### config.mk
export PLATFORM = sky130hd
export DESIGN_NAME = skew_line
export DESIGN_NICKNAME = d
export VERILOG_FILES = /design/src/rtl/skew_pkg.sv /design/src/rtl/skew_lane.sv /design/src/rtl/skew_line.sv
export SDC_FILE = /design/constraint.sdc
export NUM_CORES = 1
export LEC_CHECK = 0
export CORE_UTILIZATION = 48
export CTS_CLUSTER_DIAMETER = 100
export CTS_CLUSTER_SIZE = 28
export DETAILED_ROUTE_END_ITERATION = 10
export GPL_TIMING_DRIVEN = 0
export PLACE_DENSITY = 0.81
export SLEW_MARGIN = 10
export SYNTH_ARGS = -nofsm -noshare
export SYNTH_HDL_FRONTEND = slang
export SYNTH_SLANG_ARGS = --single-unit
### constraint.sdc
create_clock -name c -period 3.9 [get_ports c]
set_input_delay 0.975 -clock c [delete_from_list [all_inputs] [get_ports c]]
set_output_delay 0.975 -clock c [all_outputs]
set_load 0.005 [all_outputs]
### src/rtl/skew_pkg.sv
// Shared types and helpers for the skew_line delay array.
// Holds the lane-mode enum and the per-lane depth function used by both the
// RTL generate loop and anything else that needs to know a lane's latency.
package skew_pkg;

  typedef enum logic {SKEW = 1'b0, DESKEW = 1'b1} skew_mode_e;

  // Depth of lane k. SKEW delays higher lanes more; DESKEW mirrors that so
  // lanes that arrived late from a skewed array are re-aligned.
  function automatic int lane_delay(int k, int C, int STEP, int BASE, skew_mode_e m);
    if (m == SKEW) return BASE + k * STEP;
    else           return BASE + (C - 1 - k) * STEP;
  endfunction

endpackage

### src/rtl/skew_lane.sv
// One {valid, data} delay chain of depth D.
// Ports:
//   c        clock (posedge)
//   r        synchronous active-high reset, clears every stage
//   e        shift enable, 0 freezes the chain
//   i_valid  input beat valid
//   i        input word
//   o        word leaving the last stage (combinational when D = 0)
//   o_valid  valid leaving the last stage
module skew_lane #(
  parameter int D = 1,
  parameter int W = 8
) (
  input  logic         c,
  input  logic         r,
  input  logic         e,
  input  logic         i_valid,
  input  logic [W-1:0] i,
  output logic [W-1:0] o,
  output logic         o_valid
);

  if (D == 0) begin : g_pass
    // Zero-depth lane: clock, reset and enable have no state to act on.
    logic unused_ctrl;
    assign unused_ctrl = ^{c, r, e};
    assign o       = i_valid ? i : '0;
    assign o_valid = i_valid;
  end else begin : g_chain
    logic [D-1:0]        valid_q, valid_d;
    logic [D-1:0][W-1:0] data_q, data_d;

    always_comb begin
      valid_d = valid_q;
      data_d  = data_q;
      if (e) begin
        valid_d[0] = i_valid;
        // Bubbles carry zero data so downstream PEs never see stale words.
        data_d[0]  = i_valid ? i : '0;
        for (int s = 1; s < D; s++) begin
          valid_d[s] = valid_q[s-1];
          data_d[s]  = data_q[s-1];
        end
      end
    end

    always_ff @(posedge c) begin
      if (r) begin
        valid_q <= '0;
        data_q  <= '0;
      end else begin
        valid_q <= valid_d;
        data_q  <= data_d;
      end
    end

    assign o       = data_q[D-1];
    assign o_valid = valid_q[D-1];
  end

endmodule

### src/rtl/skew_line.sv
// Multi-lane skew / de-skew delay line for the edges of a systolic array.
// Lane k is delayed by lane_delay(k); a 1-bit last tag rides alongside the
// slowest lane and an in-flight counter tracks beats not yet fully drained.
// Ports:
//   c, r, e   clock, sync active-high reset, shift enable
//   i_valid   input beat valid (all lanes)
//   i_last    input beat closes a frame
//   i         C words of W bits, lane k in i[k]
//   o/o_valid per-lane delayed data and valid
//   o_last    last tag at the slowest lane's delay
//   inflight  beats accepted whose slowest-lane copy has not emerged
//   busy      inflight != 0
module skew_line
  import skew_pkg::*;
#(
  parameter int C    = 4,
  parameter int W    = 8,
  parameter int STEP = 1,
  parameter int BASE = 0,
  parameter int MODE = 0,
  localparam int DMAX = BASE + (C - 1) * STEP,
  localparam int CW   = $clog2(DMAX + 2)
) (
  input  logic                c,
  input  logic                r,
  input  logic                e,
  input  logic                i_valid,
  input  logic                i_last,
  input  logic [C-1:0][W-1:0] i,
  output logic [C-1:0][W-1:0] o,
  output logic [C-1:0]        o_valid,
  output logic                o_last,
  output logic [CW-1:0]       inflight,
  output logic                busy
);

  localparam skew_mode_e MODE_E = (MODE == 0) ? SKEW : DESKEW;
  localparam int SLOW = (MODE_E == SKEW) ? C - 1 : 0;

  for (genvar k = 0; k < C; k++) begin : g_lane
    localparam int DK = lane_delay(k, C, STEP, BASE, MODE_E);
    skew_lane #(.D(DK), .W(W)) u_lane (
      .c       (c),
      .r       (r),
      .e       (e),
      .i_valid (i_valid),
      .i       (i[k]),
      .o       (o[k]),
      .o_valid (o_valid[k])
    );
  end

  if (DMAX == 0) begin : g_last_pass
    assign o_last = i_valid & i_last;
  end else begin : g_last_chain
    logic [DMAX-1:0] last_q, last_d;

    always_comb begin
      last_d = last_q;
      if (e) begin
        last_d[0] = i_valid & i_last;
        for (int s = 1; s < DMAX; s++) last_d[s] = last_q[s-1];
      end
    end

    always_ff @(posedge c) begin
      if (r) last_q <= '0;
      else   last_q <= last_d;
    end

    assign o_last = last_q[DMAX-1];
  end

  // A beat entering while another leaves the slowest lane nets to zero,
  // which also keeps the count at 0 when DMAX = 0.
  logic          inc, dec;
  logic [CW-1:0] inflight_q, inflight_d;

  assign inc = e & i_valid;
  assign dec = e & o_valid[SLOW];

  always_comb begin
    inflight_d = inflight_q;
    if (inc && !dec)      inflight_d = inflight_q + CW'(1);
    else if (dec && !inc) inflight_d = inflight_q - CW'(1);
  end

  always_ff @(posedge c) begin
    if (r) inflight_q <= '0;
    else   inflight_q <= inflight_d;
  end

  assign inflight = inflight_q;
  assign busy     = (inflight_q != '0);

endmodule

### Word-level counts from Yosys, hierarchy flattened

Index checks and enable logic that the tools add are counted.

* flip-flop bits (word level): 60
* bits of input ports: 37
* output and inout bits: 41
* word-level logic and storage cells: 28

* $add $sub $neg: 2
* muxes and demuxes: 6
* bitwise operators: 3
* reductions and logical operators: 6

Operator list (number)
* $mux W8: 4
* $mux W3: 2
* $add A3 B1 Y3 const B: 1
* $and A1 B1 Y1: 3
* $reduce_bool A3 Y1: 1
* $sub A3 B1 Y3 const B: 1
* $logic_and A1 B1 Y1: 2
* $logic_not A1 Y1: 2
* $reduce_bool A2 Y1: 1

### Longest topological paths before layout

* depth in word-level cells: 5
* mapped depth: 10
* mapped depth without buffers: 7

### Cells and area by module

From an unflattened synthesis, not the netlist that was laid out.

* cells, all modules: 255
* area total of the unflattened synthesis: 2491.1 µm²

By module, submodules not included
* skew_lane at g_lane[3].u_lane: instances 1, cells each 105, area each 1073.5 µm², seq. area each 540.5 µm²
* skew_lane at g_lane[2].u_lane: instances 1, cells each 76, area each 748.2 µm², seq. area each 360.3 µm²
* skew_lane at g_lane[1].u_lane: instances 1, cells each 38, area each 344.1 µm², seq. area each 180.2 µm²
* skew_line: instances 1, cells each 27, area each 267.8 µm², seq. area each 120.1 µm²
* skew_lane at g_lane[0].u_lane: instances 1, cells each 9, area each 57.6 µm², seq. area each 0.0 µm²

### Least setup slack after synthesis

Ideal clock, no wire load.

* path kind: input -> register
* start: input e
* end: register inflight_q[2], in the netlist inflight[2]
* setup time: 70 ps
* data arrival time: 2602 ps
* required time: 3830 ps
* slack: 1228 ps
* stages on the path: 10
* path buffers: 3
* cell sequence: buf_6 > and2_4 > buf_6 > buf_6 > ha_1 > inv_1 > fa_1 > xor2_1 > or3_1 > a21oi_1

* longest elaborated chain between the ends: 4
* elaborated cells on any way between the ends: 8
* classes of those cells: mux: 1; bitwise: 2; reduce/logical: 5

RTL lines
* start, declared: RTL line skew_line.sv:26 `input logic e,`
* $and A1 B1 Y1 (on tied branches): RTL line skew_line.sv:80, skew_line.sv:79
* $logic_not A1 Y1 (on tied branches): RTL line skew_line.sv:84, skew_line.sv:85
* $logic_and A1 B1 Y1 (on tied branches): RTL line skew_line.sv:84, skew_line.sv:85
* $mux W3 or $reduce_bool A2 Y1 (tied branches)
* end signal, assigned: RTL line skew_line.sv:90 `else inflight_q <= inflight_d;`
* end, declared: RTL line skew_line.sv:77 `logic [CW-1:0] inflight_q, inflight_d;`

Parallel ways exist; a longest one is shown, timed or not.
A chain may end at the register's enable or synchronous reset.

==> impl_results.md <==
* Post-CTS Setup Bufs at 0
* RD Place Congestion at 0.750
* Fmax at ~310 MHz
* Total global-route track usage at about 22%
* M1 GR Usage at 24.1%
* Routed wire length at about 5000 µm
* Worst R2R Start: g_lane[3].u_lane.g_chain.valid_q[2]
* Post-route minimum period at 3.22 ns
* Max Fanout on Critical Path at 10
* Clk sink count at 57
* Max clock buf depth at 2
* Initial DRT Pass Iterations at 7
* Synth Net Count at 262
* Top-area cell type share of the netlist area at between 50% and 60%
* Initial antenna violation count at 0
* Vias at 1819
* Slew HR at 64.5%
* Cell count after synthesis at 223
* Final WS setup at 0.680 ns
* I/O pins at 78
* Setup slack, reg-to-reg at ~2.2 ns
* Worst Skew at roughly 0.0066 ns
* Max-cap violations at 0
* Worst setup SP type: primary input
* Failing checks: DRC
* GR peak layer: met2
* Final net count at 348
* Layout cells sized above 1 at around 18%
* Max IR drop VDD at 0.267 mV
* Vias in the first global route at between 1500 and 2000
* Top Family by Delay on Critical Path: buffers and inverters
* Crit path DAT at 2.25 ns
* Worst Path Required at 2.92 ns
* GR Layer Usage met2 at 36.2%
* Met3 Usage GRT at 6.98%
* Clock Latency Late Sink at 0.33 ns
* Netlist cell types at 20
* Flip-flop and latch area at ~0.0011 mm²
* Slew at the pin with the worst max-slew slack at 0.532 ns
* Synth Area per Inst at around 10 µm²
* CP bufs+invs at 2
* WHS Path Cells at 2
* Port Buf Inserts at 75
* Final setup viols at 0
* # rows at 24
* Syn-to-layout area delta at 44.9%
* Worst Hold Path EP: g_lane[3].u_lane.o[6]
* Setup TNS at 0 ns
* Core area at 0.00444 mm²
* Post-CTS sizing at 0
* DRT iter0 DRCs at 100
* CTS tree: done
* CP max-delay cell: clkdlybuf4s50_1
* RSZ-0062 raised after global routing: false
* Remaining Overflow, GRT at 0
* Die Span Y at 70.9 µm
* Count of pins over their slew limit at 0
* #FFs+latches synth at 57
* Die Area at between 0.005 and 0.006 mm²
* Detailed placement HPWL at between 3000 and 4000 µm
* H-tree depth at 3
* Pwr dens at 405 mW/mm²
* Antenna Nets Post-Route at 0
* Cell Chain, Critical Path: clkdlybuf4s50_1, and2_1, clkdlybuf4s50_1
* Crit-path most repeated cell: clkdlybuf4s50_1
* Via density at 4.97
* Critical Path Source: i_valid
* Dpl ws at around 0.54 ns
* Chip width at roughly 70 µm
* Final Power at 0.00134 W
* Critical R2R Capture: inflight[2]
* Pin count of the biggest net entering global routing at 11
* Synth warnings at 0
* # diodes at 0
* Avg WL per Cell at around 14 µm
* Clock slew at reported path FFs at roughly 0.060 ns
* Synth area leaders: dfxtp_1 (50%), mux2i_1 (13%), nor2_1 (9.2%)
* Hold Fails Final Rpt at 0
* Root Buffer: clkbuf_8
* Worst hold path class: reg -> reg
* Area leader, netlist: dfxtp_1
* Endpoint class of the critical path: output port
* Detailed-route DRC error count at 14
* Static leakage at around 1.4 nW
* TritonCTS buffer count at 9
* Area of the multi-input gates at 868 µm²
* Hold path startpoint: g_lane[3].u_lane.g_chain.data_q[14]
* Sequential area share after synthesis at roughly 50%
* First-pass GRT wire length at 8320 µm
* R2R cell count at 7
* Hold_buf cts at 0
* Critical path class: in -> out
* Initial Util at 51.2%
* Post-Syn Area at 0.00228 mm²
* Delay of the slowest cell on the worst path at 0.59 ns
* Fill count at 351
* Status: complete, but fails checks
* Final Cycle Share at 82.6%
[worst register-to-register path: cells and delay by family (launching register included)]
family / cells / cell delay, ns
compound gates: 1 / 0.15
xor+xnor: 1 / 0.15
fa+ha+maj: 2 / 0.55
buf+inv: 1 / 0.06
flops: 1 / 0.34
simple gates: 2 / 0.39
[logic make-up after synthesis]
| group | after synthesis | synth area share [%] |
|---|---|---|
| flip-flops | 57 | 50.1 |
| buffers and inverters | 37 | 11.8 |
| adder cells (fa/ha/maj) | 2 | 1.43 |
| AO/OA/AOI/OAI | 28 | 10.7 |
| multiplexers | 29 | 12.7 |
| AND/OR/NAND/NOR | 68 | 12.5 |
| XOR/XNOR | 2 | 0.769 |
[placed cells by master, fill, tap and decap left out]
master and count:
clkdlybuf4s50_1 75, dfxtp_1 57, nor2_1 56, mux2i_1 29, buf_4 21, a22oi_1 17, clkbuf_8 12, and2_1 8
a22oi_2 8, buf_6 6, clkbuf_1 6, buf_2 4, or3_1 2, a21oi_1 2, xor2_1 2, and2_4 1
inv_1 1, nand2_1 1, inv_2 1, o21ai_0 1, fa_1 1, ha_1 1, bufinv_16 1, clkinv_2 1
[synthesized netlist by cell type]
cell and instances:
o21ai_0 1, a21oi_1 2, nor2_1 56, xor2_1 2
fa_1 1, inv_1 1, buf_4 21, a22oi_2 8
buf_2 4, and2_4 1, a22oi_1 17, or3_1 2
nand2_1 1, mux2i_1 29, inv_2 1, clkbuf_1 4
buf_6 6, dfxtp_1 57, and2_1 8, ha_1 1
[sequential cells by signal, indices dropped and copies added (netlist names)]
name,cells
g_last_chain.last_q,3
g_lane.u_lane.o,24
inflight,3
g_lane.u_lane.g_chain.data_q,24
g_lane.u_lane.g_chain.valid_q,3
[per-layer routing]
layer / vias up / part of all wire [%]
met2: 62 / 50
met4: 0 / 2.4
met3: 13 / 6.6
met1: 845 / 41
li1: 899 / -
met5: - / 0
[per-stage QoR]
stage	util, %	std cells	instance area, µm²	hold slack (ns)
floorplan	-	223	2280	0.460
global placement	69.6	350	3090	0.472
detailed placement	69.6	350	3090	0.485
CTS	74.3	366	3300	0.502
global route	74.3	366	3300	0.517
finish	74.3	366	3300	0.500
[worst max-delay path by stage]
stage | to | cells after the start
after floorplan | inflight[2] | 10
after global placement | inflight[2] | 10
after detailed placement | inflight[2] | 10
after CTS | o[6] | 3
after global routing | o[6] | 3
final | o[6] | 3
[cell type report]
class                   instances  area share (%)
clock buffers                  14            5.23
flip-flops and latches         57            34.6
repair buffers                 75            22.7
plain buffers                  35            7.88
clock inverters                 2            1.06
multi-input cells             129            26.3
well taps                      52            1.97
inverters                       2           0.227
[report_power, final]
part	internal, W	switching [W]	leakage [nW]
sequential	0.000601	0.0000120	0.463
combinational	0.0000984	0.0000613	0.823
clock	0.000347	0.000217	0.107
Note: power is estimated with default switching activity, not from simulation.
